--- config.mk ---
export PLATFORM = sky130hd
export DESIGN_NAME = load_store_unit
export DESIGN_NICKNAME = d
export VERILOG_FILES = /design/src/rtl/load_store_unit.sv
export SDC_FILE = /design/constraint.sdc
export NUM_CORES = 1
export LEC_CHECK = 0
export CELL_PAD_IN_SITES_DETAIL_PLACEMENT = 1
export CELL_PAD_IN_SITES_GLOBAL_PLACEMENT = 1
export CORE_MARGIN = 2
export CORE_UTILIZATION = 35
export CTS_CLUSTER_DIAMETER = 100
export CTS_CLUSTER_SIZE = 14
export DETAILED_ROUTE_END_ITERATION = 12
export PLACE_DENSITY = 0.81
export SLEW_MARGIN = 20
export SYNTH_ARGS = -nofsm -noshare
export SYNTH_HDL_FRONTEND = slang
export SYNTH_SLANG_ARGS = --single-unit
--- constraint.sdc ---
create_clock -name clk -period 2.4 [get_ports clk]
set_input_delay 0.36 -clock clk [delete_from_list [all_inputs] [get_ports clk]]
set_output_delay 0.36 -clock clk [all_outputs]
set_load 0.1 [all_outputs]
--- src/rtl/load_store_unit.sv ---
// Load/store unit: turns core byte/half/word requests into accesses on a word-wide
// data memory port, with read-modify-write for sub-word stores.
module load_store_unit #(
    parameter int MEM_AW = 12
) (
    input  logic        clk,
    input  logic        rst_n,
    input  logic        req_valid,
    output logic        req_ready,
    input  logic        req_write,
    input  logic [2:0]  req_funct3,
    input  logic [31:0] req_addr,
    input  logic [31:0] req_wdata,
    output logic        rsp_valid,
    output logic [31:0] rsp_rdata,
    output logic        rsp_error,
    output logic [31:0] mem_address,
    output logic [31:0] mem_write_data,
    output logic        mem_write_enable,
    input  logic [31:0] mem_read_data
);

    typedef enum logic [1:0] {IDLE, ACCESS, WRITE, RESP} state_t;

    state_t      state_q, state_d;
    logic        write_q, write_d;
    logic [2:0]  funct3_q, funct3_d;
    logic [31:0] addr_q, addr_d;
    logic [31:0] wdata_q, wdata_d;
    logic [31:0] merge_q, merge_d;
    logic [31:0] rdata_q, rdata_d;
    logic        error_q, error_d;

    logic        req_illegal;
    logic [7:0]  load_byte;
    logic [15:0] load_half;
    logic [31:0] load_data;
    logic [31:0] merged_word;
    logic        unused_addr_bits;

    // Address bits above the memory index alias and are deliberately dropped.
    assign unused_addr_bits = ^addr_q[31:MEM_AW+2];
    assign mem_address      = {{(32-MEM_AW){1'b0}}, addr_q[MEM_AW+1:2]};
    assign rsp_rdata        = rdata_q;
    assign rsp_error        = error_q;

    always_comb begin
        req_illegal = 1'b1;
        case (req_funct3)
            3'b000:         req_illegal = 1'b0;
            3'b001:         req_illegal = req_addr[0];
            3'b010:         req_illegal = |req_addr[1:0];
            3'b100:         req_illegal = req_write;
            3'b101:         req_illegal = req_write | req_addr[0];
            default:        req_illegal = 1'b1;
        endcase
    end

    always_comb begin
        load_byte = mem_read_data[7:0];
        case (addr_q[1:0])
            2'd0: load_byte = mem_read_data[7:0];
            2'd1: load_byte = mem_read_data[15:8];
            2'd2: load_byte = mem_read_data[23:16];
            2'd3: load_byte = mem_read_data[31:24];
            default: load_byte = mem_read_data[7:0];
        endcase
        load_half = addr_q[1] ? mem_read_data[31:16] : mem_read_data[15:0];
        case (funct3_q)
            3'b000:  load_data = {{24{load_byte[7]}}, load_byte};
            3'b100:  load_data = {24'd0, load_byte};
            3'b001:  load_data = {{16{load_half[15]}}, load_half};
            3'b101:  load_data = {16'd0, load_half};
            default: load_data = mem_read_data;
        endcase
    end

    // funct3[0] separates SH (1) from SB (0); SW never reaches the merge path.
    always_comb begin
        merged_word = merge_q;
        if (funct3_q[0]) begin
            if (addr_q[1]) merged_word[31:16] = wdata_q[15:0];
            else           merged_word[15:0]  = wdata_q[15:0];
        end else begin
            case (addr_q[1:0])
                2'd0: merged_word[7:0]   = wdata_q[7:0];
                2'd1: merged_word[15:8]  = wdata_q[7:0];
                2'd2: merged_word[23:16] = wdata_q[7:0];
                2'd3: merged_word[31:24] = wdata_q[7:0];
                default: merged_word = merge_q;
            endcase
        end
    end

    // Response registers change only on entry to RESP so they hold between responses.
    always_comb begin
        state_d          = state_q;
        write_d          = write_q;
        funct3_d         = funct3_q;
        addr_d           = addr_q;
        wdata_d          = wdata_q;
        merge_d          = merge_q;
        rdata_d          = rdata_q;
        error_d          = error_q;
        req_ready        = 1'b0;
        rsp_valid        = 1'b0;
        mem_write_enable = 1'b0;
        mem_write_data   = 32'd0;
        case (state_q)
            IDLE: begin
                req_ready = 1'b1;
                if (req_valid) begin
                    write_d  = req_write;
                    funct3_d = req_funct3;
                    addr_d   = req_addr;
                    wdata_d  = req_wdata;
                    if (req_illegal) begin
                        error_d = 1'b1;
                        rdata_d = 32'd0;
                        state_d = RESP;
                    end else begin
                        state_d = ACCESS;
                    end
                end
            end
            ACCESS: begin
                if (!write_q) begin
                    rdata_d = load_data;
                    error_d = 1'b0;
                    state_d = RESP;
                end else if (funct3_q == 3'b010) begin
                    mem_write_enable = 1'b1;
                    mem_write_data   = wdata_q;
                    rdata_d          = 32'd0;
                    error_d          = 1'b0;
                    state_d          = RESP;
                end else begin
                    merge_d = mem_read_data;
                    state_d = WRITE;
                end
            end
            WRITE: begin
                mem_write_enable = 1'b1;
                mem_write_data   = merged_word;
                rdata_d          = 32'd0;
                error_d          = 1'b0;
                state_d          = RESP;
            end
            RESP: begin
                rsp_valid = 1'b1;
                state_d   = IDLE;
            end
            default: state_d = IDLE;
        endcase
    end

    always_ff @(posedge clk or negedge rst_n) begin
        if (!rst_n) begin
            state_q  <= IDLE;
            write_q  <= 1'b0;
            funct3_q <= 3'd0;
            addr_q   <= 32'd0;
            wdata_q  <= 32'd0;
            merge_q  <= 32'd0;
            rdata_q  <= 32'd0;
            error_q  <= 1'b0;
        end else begin
            state_q  <= state_d;
            write_q  <= write_d;
            funct3_q <= funct3_d;
            addr_q   <= addr_d;
            wdata_q  <= wdata_d;
            merge_q  <= merge_d;
            rdata_q  <= rdata_d;
            error_q  <= error_d;
        end
    end

endmodule
==> results of run 1 <==
## per-stage QoR
step	instance area (sq um)	util [%]	setup slack [ns]	TNS (ns)
after CTS	9410	54.8	-0.0979	-2.67
after floorplan	6460	-	-0.255	-6.34
after global routing	9870	57.4	-0.175	-4.61
final	9870	57.4	-0.139	-3.30
after global placement	8430	49.1	0.0714	0
after detailed placement	8430	49.1	-0.0227	-0.0866
## worst max path at each step
stage,startpoint,endpoint
floorplan,state_q[0]$_DFFE_PN0N_,mem_write_data[0]
global placement,state_q[0]$_DFFE_PN0N_,mem_write_data[7]
detailed placement,state_q[0]$_DFFE_PN0N_,mem_write_data[6]
CTS,funct3_q[0]$_DFFE_PN0P_,mem_write_data[21]
global route,funct3_q[0]$_DFFE_PN0P_,mem_write_data[10]
finish,funct3_q[1]$_DFFE_PN0P_,mem_write_data[10]
## cell usage after synthesis, drive strengths merged (6+ instances only)
cell type,n
a21o,8
nand3,8
a21oi,30
dfrtp,117
mux2,98
buf,52
clkbuf,22
a22o,20
a32o,8
a2bb2oi,6
a22oi,8
nor2,23
o21ai,37
nand2,54
o221ai,19
nand2b,8
## per-layer routing
layer / track usage, % / up-vias / part of all wire (%)
li1: - / 2379 / -
met1: 29.6 / 2847 / 40
met2: 40.0 / 276 / 51
met3: 7.08 / 51 / 7.0
met4: 9.26 / 0 / 2.5
met5: 0 / - / 0
## cells by family after synthesis
kind of cell    after synthesis
flops                       117
compound gates              147
other cells                   1
buf+inv                      81
fa+ha+maj                     4
simple gates                104
mux                         103
## final cells by class
class                      instances  area [sq um]
clock inverter                    15           214
timing repair buffer             223          2490
multi-input combinational        378          3480
sequential                       117          2930
fill                            1748          7310
timing repair inverter             1          7.51
inverter                           7          33.8
tap                              225           282
clock buffer                      17           425
## flip-flops by register name (all words and copies together) (netlist names)
name,flops
merge_q,32
rsp_rdata,32
wdata_q,32
addr_q,14
funct3_q,3
state_q,2
rsp_error,1
write_q,1
## worst max-delay path, cell delays in order, from the launching register on
cell     delay [ns]
dfrtp_1        0.43
or3b_4         0.43
nor2_4         0.11
buf_6          0.15
buf_8          0.15
nand2_2        0.08
a21oi_4        0.18
buf_12         0.19
## what timing repair did
action / 4_1_cts / 5_1_grt
hold endpoints to repair: 39 / 0
endpoints found under the setup margin: 33 / 33
gates cloned: 2 / 5
pin swaps: 19 / 38
buffers inserted: 12 / 15
hold buffers: 1 / 0
resized for setup: 44 / 75
==> results.md, run 1 <==
- Status: complete, but fails checks
- Failing checks: setup timing
- Reg2reg start: state_q[0]$_DFFE_PN0N_
- Post-Synth Simple-Gate Area: 7.46%
- Post-detailed-route wirelength per cell: ~25 um
- TritonCTS Buffers: 17
- Post-synthesis sequential area ratio: 47.9%
- Clk_lat worst skew: 0.44 ns
- CTS clock-pin slew for the worst setup and hold paths: 0.07 ns
- Placed insts: 919
- Die X: 136 um
- Worst slew pin tran: 0.684 ns
- Fin. Hold Viols: 0
- Clk buf depth: 2
- Area Overhead vs Synth: 61.5%
- Non-filler instance count after layout: between 900 and 1000
- DRC: 0
- Crit path launch type: register
- Capture point of the worst reg-to-reg path: rsp_rdata[2]$_DFFE_PN0P_
- CP endpoint kind: primary output
- Mux contribution to synthesized area: between 15 and 20%
- # IOs: 203
- Root Buffer: clkbuf_16
- Largest area contributor in the netlist: dfrtp_1
- Flops & latches, synth: 117
- Fraction of registers with async set/reset: 100%
- RePlAce Congestion: between 0.8 and 0.9
- Clk sinks: 117
- Synth Cell Area: 6110 sq um
- Synth Area in Compound Gates: 16.9%
- F_max: 394 MHz
- XOR/XNOR Fraction of Synth Area: 0%
- First-pass GRT wire length: 33.4 mm
- CTS H-Tree Depth: 4
- Post-DP HPWL: 14.9 mm
- Crit path DAT: 2.18 ns
- Mean Syn Cell Area: 11.0 sq um
- Reg2reg setup slack: 0.08 ns
- Req. time, crit path: 2.04 ns
- Ant diodes: 0
- Number of port buffers: 164
- Setup violations, final: 33
- Synth top area share: a little under half
- Area share of fa/ha/maj cells after synthesis: less than 1%
- Worst r2r path cells: 8
- Antenna Nets Post-Route: 0
- Starting density of the core: 35.6%
- Post-DR vias/cell: 5.65
- Drt pass-1 iters: 5
- Final period util: 106%
- Predominant post-synthesis flop cell: dfrtp_1
- Initial antenna violation count: 0
- Gr usage total: 24.1%
- Number of synthesized flops with an enable pin: 0
- Die area: around 19000 sq um
- DRT iter0 DRCs: 417
- Slew Viols, Final: 0
- Mapped Cells: roughly 560
- Final WL: 24.3 mm
- RSZ-0062 raised after global routing: yes
- Die H: 136 um
- Total number of yosys warnings: 0
- Share of layout cells above drive strength 1: 50.1%
- Hold Crit Class: in -> async
- Relative slew slack: between 50% and 60%
- Commonest non-fill, non-tap cell in the layout: dfrtp_1
- Max Cap Violations: 0
- PnR worst setup slack: -0.139 ns
- CTS tree: built
- GRT overflow: 0
- Most frequent cells in the layout: dfrtp_1 (113), mux2_2 (98), buf_4 (86)
- Core box area: 17200 sq um
- Post-layout nets: between 800 and 900
- Post-synth cell types: 40
- Vias in the first global route: 5658
- CP Class: reg -> out
- Clk_skew: 0.0146 ns
- Vias: between 5000 and 6000
- Largest net degree at the start of global routing: 55
- Final worst path period need: 2.54 ns
- Worst-path maximum fanout: 6
- Final Hold Slack: 0.482 ns
- Num rows: 48
- Main area contributors after synthesis: dfrtp_1 (48%), mux2_2 (18%), buf_4 (3.9%)
- Main combinational cell family by area after synthesis: multiplexers
Power of run 1 is left out: the tool's default activity adds up to more than one toggle a clock period on the data nets, which glitch-free logic cannot reach.
==> inputs of run 2 (changes only) <==
==> constraint.sdc (replaced) <==
create_clock -name clk -period 2.4 [get_ports clk]
set_input_delay 0.72 -clock clk [delete_from_list [all_inputs] [get_ports clk]]
set_output_delay 0.72 -clock clk [all_outputs]
set_load 0.1 [all_outputs]
==> run 2 against run 1 <==
Flip-flop and latch count is the same; critical path type unchanged; critical endpoint is now mem_write_data[28]; clock-buffer cell count grew 1; the run still ends with setup timing left; utilization grew 0.55 points; first-iteration DRC count shrank 12%; cell count grew 1.7%.
==> results.md, run 2 (synthesized netlist as in run 1, its figures left out) <==
- CP bufs+invs: 3
- GRT overflow: 0
- Ant diodes: 0
- Req. time, crit path: 1.68 ns
- CTS tree: built
- Largest net degree at the start of global routing: 52
- Final worst path period need: 2.93 ns
- Placed insts: approximately 960
- Share of layout cells above drive strength 1: between 40% and 50%
- Die H: 136 um
- Fin. Hold Viols: 0
- Critical-path cell list: or3b_4, nor2_4, buf_12, buf_12, nand2_4, a21oi_4, buf_12
- Vias in the first global route: 5939
- Most frequent cells in the layout: dfrtp_1 (114), buf_4 (107), mux2_2 (98)
- Worst slew pin tran: 0.684 ns
- Num rows: 48
- Clk_skew: 0.00956 ns
- Non-filler instance count after layout: 1000
- Vias: 5452
- Clk sinks: ~120
- Commonest non-fill, non-tap cell in the layout: dfrtp_1
- First-pass GRT wire length: 34.5 mm
- RePlAce Congestion: 0.860
- Die X: approximately 140 um
- Hold Crit Class: in -> async
- Starting density of the core: between 30% and 40%
- Post-DP HPWL: 16.4 mm
- CTS H-Tree Depth: 4
- Initial antenna violation count: 0
- Die area: 18500 sq um
- CP endpoint kind: primary output
- Dpl ws: -0.533 ns
- Crit path DAT: 2.21 ns
- PnR worst setup slack: -0.534 ns
- Drt pass-1 iters: 5
- Final period util: 122%
- Setup total negative slack: -15.78 ns
- CP top delay family: simple AND/OR/NAND/NOR gates
- Worst r2r path cells: 9
- Post-DR vias/cell: ~5.5
- Max Cap Violations: 0
- DRC: 0
- Antenna Nets Post-Route: 0
- Gr usage total: 25.1%
- Clk buf depth: 2
- Number of port buffers: 164
- Root Buffer: clkbuf_16
- RSZ-0062 raised after global routing: yes
- Critical path's largest stage delay: about 0.43 ns
- Crit path launch type: register
- Crit path depth: 7
- Failing checks: setup timing
- Setup violations, final: 33
- # IOs: a little over 200
- Hold buffers post-CTS: 0
- F_max: 341 MHz
- Area Overhead vs Synth: 63.1%
- Final WL: 22.5 mm
- Utilization after layout: between 50% and 60%
- Post-detailed-route wirelength per cell: approximately 23 um
- DRT iter0 DRCs: between 300 and 400
- Clk_lat worst skew: roughly 0.43 ns
- Relative slew slack: a little over half
- TritonCTS Buffers: 17
- CTS clock-pin slew for the worst setup and hold paths: about 0.06 ns
- Status: complete, but fails checks
- Slowest-stage cell, CP: or3b_4
- Post-layout nets: 870
- Slew Viols, Final: 0
- Crit path top cell by count: buf_12
- Core box area: 17200 sq um
- CP Class: reg -> out
- Worst-path maximum fanout: 7
## run 2: cell count changes in the layout (fill, tap and decap cells not counted), sizes merged
cell,delta
bufinv,-1
clkinv,+5
inv,-8
clkinvlp,+1
dlygate4sd3,-1
clkbuf,-2
buf,+23
## run 2: final cells by class
cell class / instances / area [sq um]
Clock buffer: 18 / 439
Clock inverter: 13 / 158
Fill cell: 1729 / 7220
Inverter: 7 / 47.5
Multi-Input combinational cell: 378 / 3470
Sequential cell: 117 / 2930
Tap cell: 225 / 282
Timing Repair Buffer: 242 / 2640
## run 2: path summary, 6_finish.rpt
kind | end | start | slack [ns]
max in group asynchronous | state_q[1]$_DFFE_PN0N_ | rst_n | 1.44
hold / removal | addr_q[0]$_DFFE_PN0P_ | rst_n | 0.30
min in group clk | rsp_rdata[11]$_DFFE_PN0P_ | rsp_rdata[11]$_DFFE_PN0P_ | 0.49
setup / recovery | mem_write_data[28] | funct3_q[0]$_DFFE_PN0P_ | -0.53
setup reg to reg | rsp_rdata[25]$_DFFE_PN0P_ | state_q[1]$_DFFE_PN0N_ | 0.09
hold reg to reg | rsp_rdata[11]$_DFFE_PN0P_ | rsp_rdata[11]$_DFFE_PN0P_ | 0.49
## run 2: per-layer routing
layer	GRT usage, %	vias up	wire length [um]
met3	5.89	42	1480
met4	10.5	0	575
met2	44.0	228	11600
met5	0	-	0
met1	29.4	2772	8900
li1	-	2410	-
## run 2: timing repair
item | in CTS | in global routing
endpoints found under the setup margin | 61 | 35
buffers inserted | 6 | 5
pin swaps | 24 | 14
gates cloned | 1 | 0
gates resized for setup | 31 | 14
## run 2: per-stage QoR
| step | cell area [sq um] | hold WS [ns] |
|---|---|---|
| floorplan | 6800 | 0.424 |
| global placement | 9090 | 0.484 |
| detailed placement | 9090 | 0.484 |
| CTS | 9890 | 0.315 |
| global route | 9960 | 0.331 |
| finish | 9960 | 0.304 |
Power of run 2 is left out for the same reason.
==> inputs of run 3 (changes only) <==
- CAP_MARGIN: default -> 0
- CTS_CLUSTER_DIAMETER: 100 -> default
==> results of run 3 <==
Same layout as run 2: the final DEF is identical, and so are final timing and power.
Power of run 3 is left out for the same reason.
